--- src/rtl/mc_control_unit.sv ---
// Multicycle RV32 control FSM: sequences the datapath, owns the memory
// req/ready handshake, counts retired instructions and flags bad opcodes.
//   in : clk, reset (async, active low), op, func3, func7b5, Zero, mem_ready
//   out: mem_req, MemWrite, RegWrite, IRWrite, AdrSrc, PCWrite, ResultSrc,
//        ALUSrcA, ALUSrcB, ImmSrc, ALUControl, illegal, instret
module mc_control_unit #(
  parameter int CNT_W   = 32,
  parameter bit EN_JALR = 1'b1
) (
  input  logic             clk,
  input  logic             reset,
  input  logic [6:0]       op,
  input  logic [2:0]       func3,
  input  logic             func7b5,
  input  logic             Zero,
  input  logic             mem_ready,
  output logic             mem_req,
  output logic             MemWrite,
  output logic             RegWrite,
  output logic             IRWrite,
  output logic             AdrSrc,
  output logic             PCWrite,
  output logic [1:0]       ResultSrc,
  output logic [1:0]       ALUSrcA,
  output logic [1:0]       ALUSrcB,
  output logic [2:0]       ImmSrc,
  output logic [2:0]       ALUControl,
  output logic             illegal,
  output logic [CNT_W-1:0] instret
);

  localparam logic [6:0] OP_LOAD  = 7'b0000011;
  localparam logic [6:0] OP_STORE = 7'b0100011;
  localparam logic [6:0] OP_R     = 7'b0110011;
  localparam logic [6:0] OP_I     = 7'b0010011;
  localparam logic [6:0] OP_BR    = 7'b1100011;
  localparam logic [6:0] OP_JAL   = 7'b1101111;
  localparam logic [6:0] OP_JALR  = 7'b1100111;

  localparam logic [2:0] ALU_ADD = 3'b000;
  localparam logic [2:0] ALU_SUB = 3'b001;
  localparam logic [2:0] ALU_AND = 3'b010;
  localparam logic [2:0] ALU_OR  = 3'b011;
  localparam logic [2:0] ALU_XOR = 3'b100;
  localparam logic [2:0] ALU_SLT = 3'b101;

  typedef enum logic [3:0] {
    S_FETCH    = 4'd0,
    S_DECODE   = 4'd1,
    S_MEMADR   = 4'd2,
    S_MEMREAD  = 4'd3,
    S_MEMWB    = 4'd4,
    S_MEMWRITE = 4'd5,
    S_EXECR    = 4'd6,
    S_EXECI    = 4'd7,
    S_ALUWB    = 4'd8,
    S_BRANCH   = 4'd9,
    S_JAL      = 4'd10,
    S_JALR1    = 4'd11,
    S_JALR2    = 4'd12
  } state_e;

  state_e           state_q, state_d;
  logic [CNT_W-1:0] instret_q, instret_d;
  logic             retire;

  logic       req_c, mw_c, rw_c, ir_c, pcw_c, ill_c;
  logic       adr_c;
  logic [1:0] rs_c, a_c, b_c;
  logic [2:0] alu_c, alu_dec;

  // ALU operation for EXECUTER / EXECUTEI
  always_comb begin
    alu_dec = ALU_ADD;
    case (func3)
      3'b000:  alu_dec = (op == OP_R && func7b5) ? ALU_SUB : ALU_ADD;
      3'b010:  alu_dec = ALU_SLT;
      3'b100:  alu_dec = ALU_XOR;
      3'b110:  alu_dec = ALU_OR;
      3'b111:  alu_dec = ALU_AND;
      default: alu_dec = ALU_ADD;
    endcase
  end

  always_comb begin
    ImmSrc = 3'b000;
    case (op)
      OP_STORE: ImmSrc = 3'b001;
      OP_BR:    ImmSrc = 3'b010;
      OP_JAL:   ImmSrc = 3'b011;
      default:  ImmSrc = 3'b000;
    endcase
  end

  always_ff @(posedge clk or negedge reset) begin
    if (!reset) begin
      state_q   <= S_FETCH;
      instret_q <= '0;
    end else begin
      state_q   <= state_d;
      instret_q <= instret_d;
    end
  end

  always_comb begin
    state_d = S_FETCH;
    case (state_q)
      S_FETCH:    state_d = mem_ready ? S_DECODE : S_FETCH;
      S_DECODE: begin
        case (op)
          OP_LOAD,
          OP_STORE: state_d = S_MEMADR;
          OP_R:     state_d = S_EXECR;
          OP_I:     state_d = S_EXECI;
          OP_BR:    state_d = S_BRANCH;
          OP_JAL:   state_d = S_JAL;
          OP_JALR:  state_d = EN_JALR ? S_JALR1 : S_FETCH;
          default:  state_d = S_FETCH;
        endcase
      end
      S_MEMADR:   state_d = (op == OP_LOAD) ? S_MEMREAD : S_MEMWRITE;
      S_MEMREAD:  state_d = mem_ready ? S_MEMWB : S_MEMREAD;
      S_MEMWB:    state_d = S_FETCH;
      S_MEMWRITE: state_d = mem_ready ? S_FETCH : S_MEMWRITE;
      S_EXECR:    state_d = S_ALUWB;
      S_EXECI:    state_d = S_ALUWB;
      S_ALUWB:    state_d = S_FETCH;
      S_BRANCH:   state_d = S_FETCH;
      S_JAL:      state_d = S_ALUWB;
      S_JALR1:    state_d = S_JALR2;
      S_JALR2:    state_d = S_FETCH;
      default:    state_d = S_FETCH;
    endcase
  end

  // an instruction retires on its final transition back into FETCH
  always_comb begin
    retire = 1'b0;
    case (state_q)
      S_MEMWB,
      S_ALUWB,
      S_BRANCH,
      S_JALR2:    retire = 1'b1;
      S_MEMWRITE: retire = mem_ready;
      default:    retire = 1'b0;
    endcase
    instret_d = retire ? instret_q + CNT_W'(1) : instret_q;
  end

  always_comb begin
    req_c = 1'b0;
    mw_c  = 1'b0;
    rw_c  = 1'b0;
    ir_c  = 1'b0;
    pcw_c = 1'b0;
    ill_c = 1'b0;
    adr_c = 1'b0;
    rs_c  = 2'b00;
    a_c   = 2'b00;
    b_c   = 2'b00;
    alu_c = ALU_ADD;
    case (state_q)
      S_FETCH: begin
        req_c = 1'b1;
        b_c   = 2'b10;
        rs_c  = 2'b10;
        ir_c  = mem_ready;
        pcw_c = mem_ready;
      end
      S_DECODE: begin
        a_c = 2'b01;
        b_c = 2'b01;
        case (op)
          OP_LOAD, OP_STORE, OP_R, OP_I,
          OP_BR, OP_JAL: ill_c = 1'b0;
          OP_JALR:       ill_c = !EN_JALR;
          default:       ill_c = 1'b1;
        endcase
      end
      S_MEMADR: begin
        a_c = 2'b10;
        b_c = 2'b01;
      end
      S_MEMREAD: begin
        req_c = 1'b1;
        adr_c = 1'b1;
      end
      S_MEMWB: begin
        rs_c = 2'b01;
        rw_c = 1'b1;
      end
      S_MEMWRITE: begin
        req_c = 1'b1;
        mw_c  = 1'b1;
        adr_c = 1'b1;
      end
      S_EXECR: begin
        a_c   = 2'b10;
        alu_c = alu_dec;
      end
      S_EXECI: begin
        a_c   = 2'b10;
        b_c   = 2'b01;
        alu_c = alu_dec;
      end
      S_ALUWB: rw_c = 1'b1;
      S_BRANCH: begin
        a_c   = 2'b10;
        alu_c = ALU_SUB;
        case (func3)
          3'b000:  pcw_c = Zero;
          3'b001:  pcw_c = !Zero;
          default: pcw_c = 1'b0;
        endcase
      end
      S_JAL: begin
        a_c   = 2'b01;
        b_c   = 2'b10;
        pcw_c = 1'b1;
      end
      S_JALR1: begin
        a_c   = 2'b10;
        b_c   = 2'b01;
        rs_c  = 2'b10;
        pcw_c = 1'b1;
      end
      S_JALR2: begin
        a_c  = 2'b01;
        b_c  = 2'b10;
        rs_c = 2'b10;
        rw_c = 1'b1;
      end
      default: ;
    endcase
  end

  // reset is asynchronous, so enables are also gated directly by it
  assign mem_req    = req_c & reset;
  assign MemWrite   = mw_c & reset;
  assign RegWrite   = rw_c & reset;
  assign IRWrite    = ir_c & reset;
  assign PCWrite    = pcw_c & reset;
  assign illegal    = ill_c & reset;
  assign AdrSrc     = adr_c;
  assign ResultSrc  = rs_c;
  assign ALUSrcA    = a_c;
  assign ALUSrcB    = b_c;
  assign ALUControl = alu_c;
  assign instret    = instret_q;

endmodule

--- config.mk ---
export PLATFORM = sky130hd
export DESIGN_NAME = mc_control_unit
export DESIGN_NICKNAME = d
export VERILOG_FILES = /design/src/rtl/mc_control_unit.sv
export SDC_FILE = /design/constraint.sdc
export NUM_CORES = 1
export LEC_CHECK = 0
export CAP_MARGIN = 20
export CORE_MARGIN = 2
export CORE_UTILIZATION = 50
export CTS_BUF_LIST = sky130_fd_sc_hd__clkbuf_4 sky130_fd_sc_hd__clkbuf_8
export DETAILED_ROUTE_END_ITERATION = 16
export DONT_BUFFER_PORTS = 1
export SETUP_SLACK_MARGIN = 0.02
export SLEW_MARGIN = 10
export SYNTH_ARGS = -nofsm -noshare
export SYNTH_HDL_FRONTEND = slang
export SYNTH_SLANG_ARGS = --single-unit
--- constraint.sdc ---
create_clock -name clk -period 2.3 [get_ports clk]
set_input_delay 0.575 -clock clk [delete_from_list [all_inputs] [get_ports clk]]
set_output_delay 0.575 -clock clk [all_outputs]
set_load 0.01 [all_outputs]
==> metrics.csv <==
metric,value,unit
GRT overflow,0,
DR vias,1812,
register-to-register setup slack,0.30,ns
deepest clock path buffer count,2,
Max Slew Vio Count,0,
adder-cell share of the synthesized area,0.540,%
clock sinks,36,
Std-Cell Rows,24,
Avg Inst Size Synth,9.86,um^2
prevailing post-synth register cell,dfrtp_1,
Tmin final,2.20,ns
distinct cell type count after synthesis,50,
syn_nets,251,
mux cell area share after synthesis,0.972,%
Post-synth EDFFs,0,
Starting Density,52.5,%
Post-Synth Simple-Gate Area,32.8,%
status,"complete, no violations",
largest family of logic cells by synthesized area,simple AND/OR/NAND/NOR gates,
Lkg Pwr,1.15,nW
"most common cell after layout, fill and taps aside",dfrtp_1,
Finished Cell Area,0.00251,mm^2
total wire length,5050,um
unrepaired setup endpoints after global routing,true,
# DRC,0,
final hold slack,0.115,ns
drt first-iter violations,43,
share of cells above drive strength 1,19.2,%
mapped cell area,0.00232,mm^2
Slew @ Worst Pin,1.10,ns
die area,0.00519,mm^2
"commonest cells after routing, fill and taps aside","34 x dfrtp_1, 23 x xor2_1, 17 x nand2_1",
number of global-route vias before repair,1865,
Routed Antenna Nets,0,
CP arrival,1.62,ns
CTS tree,yes,
H-tree depth,2,
CP Data Required Time,1.73,ns
Clock transition at path regs,0.07,ns
total CTS buffers,5,
P per Cell Area,571,mW/mm^2
Hold Crit Class,primary input to asynchronous set/reset pin,
Post-CTS Setup Inserts,0,
latest clock arrival within the worst-skew pair,0.28,ns
Synth top area share,38.9,%
via/cell ratio,6.23,
Layout area overhead,8.26,%
number of synthesized register bits,36,
critical path type,register to output port,
Final Cycle Share,95.7,%
Final HPWL DP,3640,um
port bufs,0,
largest net degree at the start of global routing,37,
critical-path maximum fanout,13,
Post-layout nets,254,
"Setup violations, final",0,
Peak Freq,455,MHz
diode count,0,
synthesized instance count,235,
Total GRT Usage,21.3,%
ys async rst share,100,%
WL/cell,17.3,um
Slew HR,26.2,%
Core Region,0.00441,mm^2
first-pass GRT wire length,8890,um
leading area contributor after synthesis,dfrtp_1,
Yosys warning count,0,
Final Hold Fails,0,
total iterations of the first detailed-routing run,5,
Area contributors post-synth,"dfrtp_1 39%, xor2_1 8.7%, nor4_2 7.0%",
Synth Area in Compound Gates,9.50,%
Worst Reg-to-Reg Cells,4,
Placement Cell Area,0.00236,mm^2
crit end category,output port,
die width,72.1,um
CP Launch Type,register,
skew final,0.00770,ns
sequential share of the synthesized area,38.9,%
I/O pins,66,
root buf cell,clkbuf_8,
RD Place Congestion,0.858,
Worst VDD drop,0.427,mV
number of max-cap violations,0,
Die H,72.1,um
XOR/XNOR share of the synthesized area,12.9,%
antenna violations before repair,0,
==> cells by family (layout without fill, tap and decap cells) <==
logic type / Yosys count / count (layout)
AO/OA/AOI/OAI: 30 / 30
XOR/XNOR: 34 / 34
other: 1 / 1
adder cells (fa/ha/maj): 1 / 1
AND/OR/NAND/NOR: 113 / 113
flip-flops: 36 / 36
buffers and inverters: 18 / 22
multiplexers: 2 / 2
==> layer usage <==
metal / global-route usage (%) / up-vias / share of wire, %
met4: 5.66 / 0 / 1.1
met2: 35.3 / 67 / 48
met1: 27.2 / 876 / 43
li1: - / 863 / -
met5: 0 / - / 0
met3: 6.39 / 6 / 7.3
==> report_power, final <==
| group | internal [W] | switching [W] | leakage (nW) |
|---|---|---|---|
| clock | 0.000333 | 0.000214 | 0.0586 |
| sequential | 0.000663 | 0.0000577 | 0.478 |
| combinational | 0.0000690 | 0.0000941 | 0.610 |
| total | 0.00107 | 0.000366 | 1.15 |
==> flip-flops by register name, summed over array words and instances (netlist names) <==
signal / count
instret: 32
state_q: 4
==> cells in the mapped netlist, types with 3 or more instances <==
master	instances
nand2b_1	7
inv_1	6
nand3_1	15
a21oi_1	6
xnor2_1	11
buf_4	3
dfrtp_1	36
nor4_2	13
buf_2	4
a31oi_1	3
and3_1	4
nor3_1	12
nand4_1	6
xor2_1	23
nand2_1	17
o21ai_0	5
and4_1	3
nor4_1	5
nor2_1	12
nand3b_1	3
==> per-stage QoR <==
stage                     power, W  worst slack (ns)  util (%)  std cells  setup TNS (ns)
after floorplan           0.000843            0.0224         -        235               0
after global placement    0.000872             0.123      53.4        282               0
after detailed placement  0.000880            0.0844      53.4        282               0
after CTS                  0.00145            0.0246      56.6        291               0
after global routing       0.00151           -0.0194      56.8        291         -0.0194
final                      0.00143             0.100      56.8        291               0
==> layout make-up <==
type	instances	area [um^2]
clock buffers	6	76.3
clock inverters	2	35.0
fillers	397	1910
inverters	6	22.5
multi-input cells	181	1330
flip-flops and latches	36	903
well taps	52	65.1
repair buffers	8	72.6
==> worst max-delay path, cell delays in order, from the launching register on <==
cell      delay [ns]
dfrtp_1         0.40
buf_4           0.19
nand2b_2        0.26
o41ai_2         0.32
buf_4           0.18
==> final timing paths <==
check,start,end
worst max-delay path,state_q[3]$_DFF_PN0_,ALUControl[0]
worst min-delay path,reset,instret[16]$_DFFE_PN0P_
worst max register to register,state_q[3]$_DFF_PN0_,instret[30]$_DFFE_PN0P_
worst min register to register,instret[31]$_DFFE_PN0P_,instret[31]$_DFFE_PN0P_
max in group asynchronous,reset,state_q[0]$_DFF_PN0_
min in group clk,instret[31]$_DFFE_PN0P_,instret[31]$_DFFE_PN0P_
==> repair_timing <==
item / 4_1_cts / 5_1_grt
pin swaps: 0 / 0
endpoints found under the setup margin: 1 / 8
resized for setup: 1 / 5
endpoints found under the hold margin: 36 / 0
hold buffers: 1 / 0
Power figures use the tool's default switching activity.
